[config.mk]
export PLATFORM = sky130hd
export DESIGN_NAME = action_dispatch
export DESIGN_NICKNAME = d
export VERILOG_FILES = /design/src/rtl/action_dispatch_pkg.sv /design/src/rtl/action_dispatch_prio_enc16.sv /design/src/rtl/action_dispatch.sv
export SDC_FILE = /design/constraint.sdc
export NUM_CORES = 1
export LEC_CHECK = 0
export CAP_MARGIN = 0
export CORE_ASPECT_RATIO = 1.5
export CORE_MARGIN = 5
export CORE_UTILIZATION = 46
export CTS_CLUSTER_DIAMETER = 150
export DETAILED_ROUTE_END_ITERATION = 8
export PLACE_DENSITY = 0.81
export SYNTH_ARGS = -nofsm -noshare
export SYNTH_HDL_FRONTEND = slang
export SYNTH_SLANG_ARGS = --single-unit
[constraint.sdc]
create_clock -name clock -period 2.2 [get_ports clock]
set_clock_uncertainty 0.15 [all_clocks]
set_input_delay 0.22 -clock clock [delete_from_list [all_inputs] [get_ports clock]]
set_output_delay 0.22 -clock clock [all_outputs]
set_load 0.01 [all_outputs]
[src/rtl/action_dispatch_pkg.sv]
// Shared definitions for the action-selection and dispatch stages:
// bus widths, packet/aggregation buffer layout defaults and the dispatch FSM encoding.
package action_dispatch_pkg;

    localparam int DEF_ADDR_W    = 11;
    localparam int DEF_DATA_W    = 16;
    localparam int DEF_PKT_WORDS = 4;
    localparam int DEF_AGG_SLOTS = 4;

    localparam logic [DEF_ADDR_W-1:0] DEF_PKT_BASE = 11'h010;
    localparam logic [DEF_ADDR_W-1:0] DEF_AGG_BASE = 11'h100;

    typedef enum logic [2:0] {
        ST_IDLE,
        ST_LOAD,
        ST_SCAN,
        ST_RD,
        ST_XFER,
        ST_AGGW,
        ST_FIN
    } state_t;

endpackage

[src/rtl/action_dispatch_prio_enc16.sv]
// Lowest-set-bit priority encoder over a 16-bit destination mask.
module prio_enc16 (
    input  logic [15:0] req,
    output logic [3:0]  idx,
    output logic        valid
);

    // Scanning downward lets the lowest set bit overwrite any higher one.
    always_comb begin
        idx = '0;
        for (int i = 15; i >= 0; i--) begin
            if (req[i]) idx = 4'(i);
        end
    end

    assign valid = |req;

endmodule

[src/rtl/action_dispatch.sv]
// Streams one fixed-length packet per destination bit to the TX interface, or copies
// a single packet into the circular aggregation buffer when the aggregation flag is set.
module action_dispatch
    import action_dispatch_pkg::*;
#(
    parameter int                ADDR_W    = DEF_ADDR_W,
    parameter int                DATA_W    = DEF_DATA_W,
    parameter int                PKT_WORDS = DEF_PKT_WORDS,
    parameter logic [ADDR_W-1:0] PKT_BASE  = DEF_PKT_BASE,
    parameter logic [ADDR_W-1:0] AGG_BASE  = DEF_AGG_BASE,
    parameter int                AGG_SLOTS = DEF_AGG_SLOTS
) (
    input  logic              clock,
    input  logic              nrst,
    input  logic              en,
    input  logic              start,
    input  logic [15:0]       action,
    input  logic              for_aggregation,
    output logic [ADDR_W-1:0] mem_addr,
    output logic              mem_rd_en,
    input  logic [DATA_W-1:0] mem_rdata,
    output logic              tx_valid,
    input  logic              tx_ready,
    output logic [3:0]        tx_dest,
    output logic [DATA_W-1:0] tx_data,
    output logic              tx_last,
    output logic              agg_wr_en,
    output logic [ADDR_W-1:0] agg_addr,
    output logic [DATA_W-1:0] agg_data,
    input  logic              agg_clr,
    output logic [2:0]        agg_count,
    output logic              agg_drop,
    output logic              busy,
    output logic              done
);

    localparam int WI_W  = (PKT_WORDS > 1) ? $clog2(PKT_WORDS) : 1;
    localparam int PTR_W = (AGG_SLOTS > 1) ? $clog2(AGG_SLOTS) : 1;

    localparam logic [WI_W-1:0]  LAST_IDX = WI_W'(PKT_WORDS - 1);
    localparam logic [PTR_W-1:0] LAST_PTR = PTR_W'(AGG_SLOTS - 1);
    localparam logic [2:0]       FULL_CNT = 3'(AGG_SLOTS);

    state_t            state, next_state;
    logic [15:0]       mask;
    logic              agg;
    logic [3:0]        cur_dest;
    logic [WI_W-1:0]   word_idx;
    logic [PTR_W-1:0]  wr_ptr;
    logic              xfer_first;
    logic [DATA_W-1:0] data_hold;

    logic [3:0]        enc_idx;
    logic              enc_valid;
    logic              is_last;
    logic              agg_full;
    logic [15:0]       mask_rest;

    prio_enc16 u_prio_enc16 (
        .req   (mask),
        .idx   (enc_idx),
        .valid (enc_valid)
    );

    assign is_last   = (word_idx == LAST_IDX);
    assign agg_full  = (agg_count == FULL_CNT);
    assign mask_rest = mask & ~(16'(1) << cur_dest);
    assign busy      = (state != ST_IDLE);

    always_ff @(posedge clock or negedge nrst) begin
        if (!nrst) state <= ST_IDLE;
        else       state <= next_state;
    end

    // NOTE: every output and next_state gets a default before the case; a path that
    // skips an assignment would otherwise infer a latch.
    always_comb begin
        next_state = state;
        mem_rd_en  = 1'b0;
        mem_addr   = '0;
        tx_valid   = 1'b0;
        tx_data    = '0;
        tx_dest    = '0;
        tx_last    = 1'b0;
        agg_wr_en  = 1'b0;
        agg_addr   = '0;
        agg_data   = '0;
        agg_drop   = 1'b0;
        done       = 1'b0;

        case (state)
            ST_IDLE: if (start && en) next_state = ST_LOAD;
            ST_LOAD: begin
                if (agg && agg_full) begin
                    agg_drop   = 1'b1;
                    next_state = ST_FIN;
                end else if (agg)       next_state = ST_RD;
                else if (mask == '0)    next_state = ST_FIN;
                else                    next_state = ST_SCAN;
            end
            ST_SCAN: next_state = enc_valid ? ST_RD : ST_FIN;
            ST_RD: begin
                mem_rd_en  = 1'b1;
                mem_addr   = PKT_BASE + ADDR_W'(word_idx);
                next_state = agg ? ST_AGGW : ST_XFER;
            end
            ST_XFER: begin
                // Read data is live only in the first XFER cycle; a stall replays the held copy.
                tx_valid = 1'b1;
                tx_data  = xfer_first ? mem_rdata : data_hold;
                tx_dest  = cur_dest;
                tx_last  = is_last;
                if (tx_ready) begin
                    if (!is_last)              next_state = ST_RD;
                    else if (mask_rest != '0)  next_state = ST_SCAN;
                    else                       next_state = ST_FIN;
                end
            end
            ST_AGGW: begin
                agg_wr_en  = 1'b1;
                agg_addr   = AGG_BASE + ADDR_W'(wr_ptr) * ADDR_W'(PKT_WORDS) + ADDR_W'(word_idx);
                agg_data   = mem_rdata;
                next_state = is_last ? ST_FIN : ST_RD;
            end
            ST_FIN: begin
                done       = 1'b1;
                next_state = ST_IDLE;
            end
            default: next_state = ST_IDLE;
        endcase
    end

    // The mask and flag travel with the start strobe, so they are captured on acceptance.
    always_ff @(posedge clock or negedge nrst) begin
        if (!nrst) begin
            mask       <= '0;
            agg        <= 1'b0;
            cur_dest   <= '0;
            word_idx   <= '0;
            xfer_first <= 1'b0;
            data_hold  <= '0;
        end else begin
            case (state)
                ST_IDLE: begin
                    if (start && en) begin
                        mask     <= action;
                        agg      <= for_aggregation;
                        word_idx <= '0;
                    end
                end
                ST_SCAN: cur_dest <= enc_idx;
                ST_RD:   xfer_first <= 1'b1;
                ST_XFER: begin
                    xfer_first <= 1'b0;
                    if (xfer_first) data_hold <= mem_rdata;
                    if (tx_ready) begin
                        if (is_last) begin
                            mask[cur_dest] <= 1'b0;
                            word_idx       <= '0;
                        end else begin
                            word_idx <= word_idx + 1'b1;
                        end
                    end
                end
                ST_AGGW: word_idx <= is_last ? '0 : word_idx + 1'b1;
                default: ;
            endcase
        end
    end

    // A clear from the consumer outranks a slot commit in the same cycle.
    always_ff @(posedge clock or negedge nrst) begin
        if (!nrst) begin
            wr_ptr    <= '0;
            agg_count <= '0;
        end else if (agg_clr) begin
            wr_ptr    <= '0;
            agg_count <= '0;
        end else if (state == ST_AGGW && is_last) begin
            wr_ptr    <= (wr_ptr == LAST_PTR) ? '0 : wr_ptr + 1'b1;
            agg_count <= agg_count + 3'd1;
        end
    end

endmodule

==> impl_metrics.toml <==
[synth]
yosys_warnings = 0
synthFlopType = "dfrtp_1"
yosys.area.top_type = "dfrtp_1"
avgSynthCellArea_sq_um = 8.79
ys_seq_area_frac = 0.386
syn_inst = 354
synth.distinct_cells = 57
synth_area_sq_um = 3110
synthTopCellsByArea = "dfrtp_1, mux2_2, mux2i_1"
synth_top_area_frac = 0.386
ys_seq_elements = 48
async_flop_share = 1.00
synth-edff-count = 0

[timing]
fin_hold_ws_ps = 290
max-slew-margin-rel = 0.541
rsz0062_at_grt = "false"
fmax_mhz = 470
drv_slew = 0
setup-tns-final_ps = 0
tightest_slew_ps = 688
period_share = 0.967
setup_viol = 0
min_period_ps = 2130
final-hold-violation-count = 0

[die]
start_util = 0.477
ios = 107
placementRows = 36
fp.dieH_um = 111
dieArea_sq_um = 8550
core-area_sq_um = 6530
die_x_um = 77.2

[worst_hold_path]
holdPathStages = 3
min_path_type = "in -> reg"

[setup_path]
reg2regPathDepth = 4
cp_data_required_time_ps = 1830
cp-end-kind = "primary output"
cp-start-kind = "flip-flop"
path_class = "reg -> out"
path_max_fanout = 10
cp.arrival_ps = 1760

[cells_and_area]
final_util = 0.658
nNetsFinal = 503
mostFrequentLayoutCell = "clkdlybuf4s50_1"
multi_input_area_sq_um = 1720
layout_common_cells = "clkdlybuf4s50_1, dfrtp_1, nand2_1"
fillCellCount = 553
area_growth_pct = 38.0
drive_gt1_frac = 0.150
regArea_sq_um = 1200
num_antenna_cells = 0

[outcome]
status = "finished, final reports clean"

[routing]
wire_per_inst_um = 16.6
first_pass_iters = 4
via_count = 2929
drc_errors = 0
route.antenna.remaining_nets = 0
viasPerCell = 5.46
drtIter0Drc = 154
routed_wl_um = 8920

[grt]
antenna_found_initial = 0
grt_overflow = 0
grt_max_degree = 31
grt_pass1_wl_um = 14300
track_usage = 0.203
grt_pass1_vias = 2957

[clocking]
clock-sinks = 48
path_clk_slew_ps = 90
clock_latency_ps = 310
root_buffer = "clkbuf_8"
h-tree-depth = 2
numCtsBuffers = 5
cts_tree = "done"
clk_path_buf_depth = 2

[power]
powerDensity_nw_per_um2 = 1100
power_leakage_uw = 0.00221
total_power_uw = 4730
irDropWorstVdd_mv = 0.594

[placed_design]
numPortBuffers = 92
gp_congestion = 0.936
post-dp-hpwl_um = 6840

[job]
cap_viol_max_count = 0
==> Yosys cell counts (5+ instances only) <==
cell type  number
nand3_1         9
and2_1         21
nor2_1         36
a21oi_1        25
a21o_1          6
o21ai_0        14
dfrtp_1        48
clkbuf_1       10
buf_4          19
a22o_1          6
mux2_2         17
mux2i_1        16
and3_1          9
a31oi_1         6
nand2_1        41
inv_1           8
nor3_1          5
==> power breakdown <==
| part | switching (uW) | internal (uW) |
|---|---|---|
| registers | 361 | 1250 |
| logic | 1220 | 1150 |
| clock network | 307 | 448 |
==> layout make-up <==
type | count | share of cell area
sequential | 48 | 0.280
multi-input combinational | 275 | 0.401
clock inverter | 2 | 0.0140
timing repair buffer | 121 | 0.260
inverter | 9 | 0.00786
clock buffer | 5 | 0.0160
tap | 76 | 0.0221
==> kinds of logic (layout without fill, tap and decap cells) <==
logic type | Yosys count | after routing | synth area share
simple gates | 143 | 143 | 0.235
compound gates | 79 | 79 | 0.164
flops | 48 | 48 | 0.386
buf+inv | 44 | 137 | 0.0800
mux | 33 | 33 | 0.113
fa+ha+maj | 4 | 4 | 0.0161
xor+xnor | 2 | 2 | 0.00563
other cells | 1 | 14 | 0.00120
==> per-stage QoR <==
| step | worst slack (ps) | cells | instance area, sq um |
|---|---|---|---|
| 2_1_floorplan | 323 | 367 | 3160 |
| 3_3_place_gp | 147 | 525 | 4150 |
| 3_5_place_dp | 143 | 525 | 4150 |
| 4_1_cts | 1.41 | 534 | 4260 |
| 5_1_grt | 0.107 | 536 | 4300 |
| 6_report | 73.2 | 536 | 4300 |
==> metal layers <==
metal	track usage	share of wire	up-vias
met5	0	0	-
met2	0.343	0.49	132
met3	0.0398	0.065	29
li1	-	-	1420
met1	0.239	0.39	1348
met4	0.108	0.051	0
==> sequential cells by signal, indices dropped and copies added, names as in the netlist <==
| register | flops |
|---|---|
| agg | 1 |
| mask | 16 |
| wr_ptr | 2 |
| state | 3 |
| word_idx | 2 |
| cur_dest | 4 |
| data_hold | 16 |
| agg_count | 3 |
| xfer_first | 1 |
==> timing repair <==
item,in CTS,in global routing
resized for setup,41,6
hold buffers,1,0
endpoints found under the hold margin,28,0
pin swaps,1,0
setup buffers,1,2
setup endpoints to repair,44,6
==> path summary, 6_finish.rpt <==
path | slack (ps) | end | from
max in group asynchronous | 920 | data_hold[8] | nrst
setup reg to reg | 120 | state[0] | mask[4]
setup / recovery | 70 | mem_rd_en | state[0]
min in group asynchronous | 340 | wr_ptr[1] | nrst
hold / removal | 290 | mask[14] | action[14]
hold reg to reg | 360 | data_hold[6] | data_hold[6]
==> worst max-delay path: stages, from the launching register on <==
cell	delay, ps
dfrtp_1	420
buf_6	160
nor2b_2	170
and2_4	170
clkdlybuf4s50_1	530
(Power assumes the default switching activity.)
